### config.mk
export PLATFORM = sky130hd
export DESIGN_NAME = button_conditioner
export DESIGN_NICKNAME = d
export VERILOG_FILES = /design/src/rtl/button_conditioner.sv
export SDC_FILE = /design/constraint.sdc
export NUM_CORES = 1
export LEC_CHECK = 0
export BUFFER_PORTS_ARGS = -buffer_cell sky130_fd_sc_hd__buf_2
export CAP_MARGIN = 15
export CORE_MARGIN = 3
export CORE_UTILIZATION = 30
export DETAILED_ROUTE_END_ITERATION = 8
export GPL_TIMING_DRIVEN = 0
export HOLD_SLACK_MARGIN = 0.1
export PLACE_DENSITY = 0.53
export SYNTH_ARGS = -nofsm -noshare
export SYNTH_HDL_FRONTEND = slang
export SYNTH_SLANG_ARGS = --single-unit
export TNS_END_PERCENT = 1
### constraint.sdc
create_clock -name Clock -period 2.35 [get_ports Clock]
set_input_delay 0.3525 -clock Clock [delete_from_list [all_inputs] [get_ports Clock]]
set_output_delay 0.3525 -clock Clock [all_outputs]
set_load 0.01 [all_outputs]
### src/rtl/button_conditioner.sv
// -----------------------------------------------------------------------------
// button_conditioner
//
// Debounces the synchronized active-low push-button lines and classifies each
// press as short or long. Every channel is independent; all channels share one
// tick prescaler that also drives the exported Tick strobe.
//
// Ports:
//   Clock       in   system clock (single domain)
//   Reset       in   asynchronous, active-high reset
//   nButton     in   [NUM_BUTTONS] synchronized raw buttons, 0 = pressed
//   Held        out  [NUM_BUTTONS] debounced level, 1 = pressed
//   ShortPress  out  [NUM_BUTTONS] 1-cycle pulse on release of a short press
//   LongPress   out  [NUM_BUTTONS] 1-cycle pulse when a press reaches LONG_TICKS
//   Repeat      out  [NUM_BUTTONS] 1-cycle auto-repeat pulse while long-held
//   Tick        out  1-cycle prescaler tick (registered)
//
// Optional feature macro: BUTTON_AUTO_REPEAT_EN
//   defined   -> Repeat pulses every REPEAT_TICKS ticks while in LONG
//   undefined -> Repeat tied to 0, no repeat counters built
//
// Event pulses and Held leave through the same number of register stages, so
// a ShortPress lines up with the falling edge of Held.
// -----------------------------------------------------------------------------
module button_conditioner #(
    parameter int NUM_BUTTONS    = 2,
    parameter int TICK_DIV       = 32,
    parameter int DEBOUNCE_TICKS = 20,
    parameter int LONG_TICKS     = 1024,
    parameter int REPEAT_TICKS   = 256
) (
    input  logic                   Clock,
    input  logic                   Reset,
    input  logic [NUM_BUTTONS-1:0] nButton,
    output logic [NUM_BUTTONS-1:0] Held,
    output logic [NUM_BUTTONS-1:0] ShortPress,
    output logic [NUM_BUTTONS-1:0] LongPress,
    output logic [NUM_BUTTONS-1:0] Repeat,
    output logic                   Tick
);

    localparam int TICK_W = (TICK_DIV > 1)       ? $clog2(TICK_DIV)       : 1;
    localparam int DB_W   = (DEBOUNCE_TICKS > 1) ? $clog2(DEBOUNCE_TICKS) : 1;
    localparam int HOLD_W = (LONG_TICKS > 1)     ? $clog2(LONG_TICKS)     : 1;

    localparam logic [TICK_W-1:0] TICK_LAST = TICK_W'(TICK_DIV - 1);
    localparam logic [DB_W-1:0]   DB_LAST   = DB_W'(DEBOUNCE_TICKS - 1);
    localparam logic [HOLD_W-1:0] HOLD_LAST = HOLD_W'(LONG_TICKS - 1);

    if (TICK_DIV < 2 || DEBOUNCE_TICKS < 2 || LONG_TICKS < 2 ||
        REPEAT_TICKS < 1 || NUM_BUTTONS < 1) begin : gBadParams
        $error("button_conditioner: TICK_DIV, DEBOUNCE_TICKS, LONG_TICKS must be >= 2");
    end

    typedef enum logic [1:0] {
        IDLE    = 2'd0,
        PRESSED = 2'd1,
        LONG    = 2'd2
    } chanState_t;

    // ---------------- shared prescaler ----------------
    logic [TICK_W-1:0] tickCount;
    logic              tickInt;

    assign tickInt = (tickCount == TICK_LAST);

    // NOTE: clocked state uses non-blocking assignments so every flop samples
    // pre-edge values, independent of statement order.
    always_ff @(posedge Clock or posedge Reset) begin
        if (Reset) begin
            tickCount <= '0;
            Tick      <= 1'b0;
        end else begin
            tickCount <= tickInt ? '0 : tickCount + 1'b1;
            Tick      <= tickInt;
        end
    end

    // ---------------- per-channel logic ----------------
    for (genvar i = 0; i < NUM_BUTTONS; i++) begin : gChan
        logic              raw;
        logic              stable;
        logic [DB_W-1:0]   dbCount;
        logic              accept;
        logic              acceptRise;
        logic              acceptFall;
        chanState_t        state;
        chanState_t        stateNext;
        logic [HOLD_W-1:0] holdCount;
        logic [HOLD_W-1:0] holdNext;
        logic              shortNext;
        logic              longNext;
        logic              shortEvt;
        logic              longEvt;
        logic              heldQ;
        logic              shortQ;
        logic              longQ;

        assign raw        = ~nButton[i];
        // A change is accepted on the tick that completes DEBOUNCE_TICKS
        // consecutive ticks of a differing level.
        assign accept     = tickInt && (raw != stable) && (dbCount == DB_LAST);
        assign acceptRise = accept && raw;
        assign acceptFall = accept && !raw;

        // The count clears on any clock where the input agrees with the
        // stable level, so a glitch never accumulates across bounces.
        always_ff @(posedge Clock or posedge Reset) begin
            if (Reset) begin
                stable  <= 1'b0;
                dbCount <= '0;
            end else if (raw == stable) begin
                dbCount <= '0;
            end else if (tickInt) begin
                if (dbCount == DB_LAST) begin
                    stable  <= raw;
                    dbCount <= '0;
                end else begin
                    dbCount <= dbCount + 1'b1;
                end
            end
        end

`ifdef BUTTON_AUTO_REPEAT_EN
        localparam int             REP_W    = (REPEAT_TICKS > 1) ? $clog2(REPEAT_TICKS) : 1;
        localparam logic [REP_W-1:0] REP_LAST = REP_W'(REPEAT_TICKS - 1);
        logic [REP_W-1:0] repCount;
        logic [REP_W-1:0] repCountNext;
        logic             repeatNext;
        logic             repeatEvt;
        logic             repeatQ;
`endif

        // NOTE: every signal driven here gets a default first, so no path
        // through the case can leave one unassigned and infer a latch.
        always_comb begin
            stateNext = state;
            holdNext  = holdCount;
            shortNext = 1'b0;
            longNext  = 1'b0;
`ifdef BUTTON_AUTO_REPEAT_EN
            repCountNext = repCount;
            repeatNext   = 1'b0;
`endif
            unique case (state)
                IDLE: begin
                    if (acceptRise) begin
                        stateNext = PRESSED;
                        holdNext  = '0;
                    end
                end
                PRESSED: begin
                    // Release is checked first so it wins over a same-tick
                    // long threshold.
                    if (acceptFall) begin
                        stateNext = IDLE;
                        shortNext = 1'b1;
                    end else if (tickInt) begin
                        if (holdCount == HOLD_LAST) begin
                            stateNext = LONG;
                            longNext  = 1'b1;
`ifdef BUTTON_AUTO_REPEAT_EN
                            repCountNext = '0;
`endif
                        end else begin
                            // Stops at HOLD_LAST, so it saturates rather than wraps.
                            holdNext = holdCount + 1'b1;
                        end
                    end
                end
                LONG: begin
                    if (acceptFall) begin
                        stateNext = IDLE;
                    end
`ifdef BUTTON_AUTO_REPEAT_EN
                    else if (tickInt) begin
                        if (repCount == REP_LAST) begin
                            repeatNext   = 1'b1;
                            repCountNext = '0;
                        end else begin
                            repCountNext = repCount + 1'b1;
                        end
                    end
`endif
                end
                default: stateNext = IDLE;
            endcase
        end

        // NOTE: reset clears every flop, including the event pipeline, so a
        // press interrupted by reset can never leak a pulse afterwards.
        always_ff @(posedge Clock or posedge Reset) begin
            if (Reset) begin
                state     <= IDLE;
                holdCount <= '0;
                shortEvt  <= 1'b0;
                longEvt   <= 1'b0;
                heldQ     <= 1'b0;
                shortQ    <= 1'b0;
                longQ     <= 1'b0;
            end else begin
                state     <= stateNext;
                holdCount <= holdNext;
                shortEvt  <= shortNext;
                longEvt   <= longNext;
                heldQ     <= stable;
                shortQ    <= shortEvt;
                longQ     <= longEvt;
            end
        end

        assign Held[i]       = heldQ;
        assign ShortPress[i] = shortQ;
        assign LongPress[i]  = longQ;

`ifdef BUTTON_AUTO_REPEAT_EN
        always_ff @(posedge Clock or posedge Reset) begin
            if (Reset) begin
                repCount  <= '0;
                repeatEvt <= 1'b0;
                repeatQ   <= 1'b0;
            end else begin
                repCount  <= repCountNext;
                repeatEvt <= repeatNext;
                repeatQ   <= repeatEvt;
            end
        end

        assign Repeat[i] = repeatQ;
`else
        assign Repeat[i] = 1'b0;
`endif
    end

endmodule

==> results.md <==
- Placed Cells: 382
- Top routing layer in use: met4
- Max Cap Viol: 0
- Distinct cell type count after synthesis: 51
- Clock buffer depth: 2
- Hold/Removal Path Class: input pin to flip-flop
- Area growth from synthesis to layout: 16.3%
- Detail Route Antenna Nets: 0
- Yosys top cell by area: dfrtp_1
- Starting Density: 31.4%
- CP startpoint kind: flip-flop
- Worst R2R Path Depth: 9
- Pwr Density: 484 nW/um^2
- Core area: 8340 sq um
- Commonest non-fill, non-tap cell in the layout: dfrtp_1
- Num CTS Buffers: 5
- Post-synthesis cell count: 265
- Worst Path Max Fanout: 10
- Reg-to-reg critical path startpoint: tickCount[0]$_DFF_PP0_
- Mapped Area: 2620 sq um
- Hold Path End: gChan[1].stable$_DFFE_PP0N_
- Finished Layout Cells: 397
- Final WL: 5.18 mm
- Int Power: 1.14 mW
- Status: completed
- Setup CP Type: flip-flop to flip-flop
- Worst-path clk slew: 100 ps
- Worst endpoint required time: 2590 ps
- LEAKAGE: 1.30 nW
- Worst VDD drop: 0.000199 V
- Die X: 99.5 um
- F_max: 452 MHz
- Reg2Reg Setup Slack: 140 ps
- Switching share of total power: 22.5%
- Main synth FF type: dfrtp_1
- Max_slew headroom: 59.4%
- Critical Path AT: 2460 ps
- Diode count: 0
- Avg Inst Size Synth: 9.90 sq um
- CP Capture Type: flip-flop
- Wirelength per Cell: 13.0 um
- Post-DP HPWL: 3.58 mm
- Setup-failing EPs final: 0
- 1st-iter DRT viols: 89
- Synth area leaders: dfrtp_1 (50%), nor2_1 (4.2%), nand2_1 (3.7%)
- Clock power share: 36.9%
- Residual DRC: 0
- Register bit total from synthesis: 52
- Gr ovfl total: 0
- P_sw: 0.332 mW
- Final Total Pwr: 1.48 mW
- Worst slew pin tran: 605 ps
- Syn. warnings: 0
- Vias in the first global route: 1922
- Sink Count: 52
- First-pass GRT wire length: 8.95 mm
- Worst R2R End: gChan[0].holdCount[2]$_DFFE_PP0P_
- Yosys top cell area share: 49.6%
- DRT Pass-1 Iters: 4
- Skew final: 9.28 ps
- Rows: 33
- Final max-slew violation count: 0
- Final GP Congestion: 0.838
- Pin count of the biggest net entering global routing: 35
- Final min period: 2210 ps
- Later-pin clock latency in the skew report: 300 ps
- Initial antenna violation count: 0
- Commonest non-fill, non-tap cells in the layout: dfrtp_1 (52), nor2_1 (29), nand2_1 (25)
- Worst Hold Launch: nButton[1]
- Logic pwr share: 2.5%
- Hold depth: 2
- Fin. Hold Viols: 0
- Total I/O pin count: 13
- Input/output buffers: 10
- FFs w/ async S/R, synth: 100%
- CTS tree: done
- Routed wl met3: 118 um
- DR WL met2: 2.47 mm
- Post-synth EDFFs: 0
- Root Driver: clkbuf_8
- H-tree levels: 2
- Die H: 99.5 um
- Sequential area share after synthesis: 49.6%
- Global Route Usage Sum: 10.8%
- Nets: 302
- Final worst-path cycle share: 94.1%
- Met1 WL: 2.53 mm
- Via count: 1997
- Layout cells sized above 1: 19.2%
- FILL cells: 832
- Vias/cell: 5.03
- Die Area: 9900 sq um
- Sequential share of power: 60.6%
-- power groups by stage --
| stage | logic [mW] | clock network [mW] | registers (mW) |
|---|---|---|---|
| after global routing | 0.0416 | 0.601 | 0.894 |
| after floorplan | 0.0205 | 0 | 0.912 |
| after global placement | 0.0317 | 0 | 0.912 |
| after CTS | 0.0379 | 0.565 | 0.894 |
| final | 0.0364 | 0.545 | 0.894 |
| after detailed placement | 0.0364 | 0 | 0.912 |
-- final cells by class --
cell class | count | area [sq um] | area share, %
buffer | 15 | 109 | 3.57
sequential | 52 | 1300 | 42.7
tap | 105 | 131 | 4.31
clock inverter | 2 | 15.0 | 0.492
multi-input combinational | 191 | 1250 | 41.0
timing repair buffer | 18 | 125 | 4.10
clock buffer | 6 | 82.6 | 2.71
inverter | 8 | 35.0 | 1.15
-- registers in the layout (all words and copies together) (netlist names) --
signal,count
Tick,1
gChan.dbCount,10
gChan.heldQ,2
gChan.holdCount,20
gChan.longEvt,2
gChan.longQ,2
gChan.shortEvt,2
gChan.shortQ,2
gChan.stable,2
gChan.state,4
tickCount,5
-- through the flow --
stage          setup TNS [ps]  hold slack (ps)  instance area (sq um)  util [%]  setup slack, ps
2_1_floorplan               0              331                   2630         -              181
5_1_grt                 -14.8              351                   3050      36.6            -14.8
3_3_place_gp            -1320              332                   2810      33.7             -197
4_1_cts                     0              311                   2970      35.6             16.8
3_5_place_dp            -1130              336                   2830      33.9             -199
6_report                    0              335                   3050      36.6              138
-- worst max-delay path: stages (launching register included) --
cell	delay [ps]
dfrtp_1	380
ha_2	190
and3_4	200
ha_1	190
buf_4	190
a31oi_4	120
a2111oi_4	450
buf_4	190
and2_1	120
o22a_1	120
-- worst max-delay path by stage --
stage,slack (ps),endpoint,startpoint
2_1_floorplan,180,gChan[1].holdCount[5]$_DFFE_PP0P_,tickCount[0]$_DFF_PP0_
3_3_place_gp,-200,gChan[1].holdCount[5]$_DFFE_PP0P_,tickCount[0]$_DFF_PP0_
3_5_place_dp,-200,gChan[1].holdCount[5]$_DFFE_PP0P_,tickCount[0]$_DFF_PP0_
4_1_cts,20,gChan[1].holdCount[5]$_DFFE_PP0P_,tickCount[0]$_DFF_PP0_
5_1_grt,-10,gChan[0].holdCount[2]$_DFFE_PP0P_,tickCount[0]$_DFF_PP0_
6_report,140,gChan[0].holdCount[2]$_DFFE_PP0P_,tickCount[0]$_DFF_PP0_
-- cell families after synthesis --
group           after synthesis  share of synthesized area (%)
xor+xnor                      6                           2.00
mux                           3                           1.19
other cells                   1                          0.143
compound gates               58                           16.6
fa+ha+maj                     7                           3.34
buf+inv                      23                           5.06
flops                        52                           49.6
simple gates                115                           22.0
-- cells in the mapped netlist, types with 2 or more instances --
cell and instances:
a211oi_1 2, a211oi_2 2, a21o_1 2, a21oi_1 13, a31oi_1 8, and2_1 6, and3_1 9, buf_2 4
buf_4 9, dfrtp_1 52, ha_1 7, inv_1 7, mux2i_1 2, nand2_1 26, nand3_1 11, nand4_1 8
nor2_1 29, nor2b_1 3, nor3_1 12, nor4_1 2, o21ai_0 9, o22a_1 8, o31ai_1 2, xor2_1 5
-- layer usage --
metal / vias up / track usage [%]
met5: - / 0
met1: 957 / 14.7
met3: 5 / 1.68
met2: 33 / 17.9
li1: 1002 / -
met4: 0 / 3.15
-- repair_timing --
action                     in CTS  in global routing
hold endpoints to repair       18                  0
setup buffers                   1                  4
pin swaps                       2                  4
setup endpoints to repair      16                 19
cloned                          0                  1
resized for setup               7                  9
hold buffers                    1                  0
(Power assumes the default switching activity.)
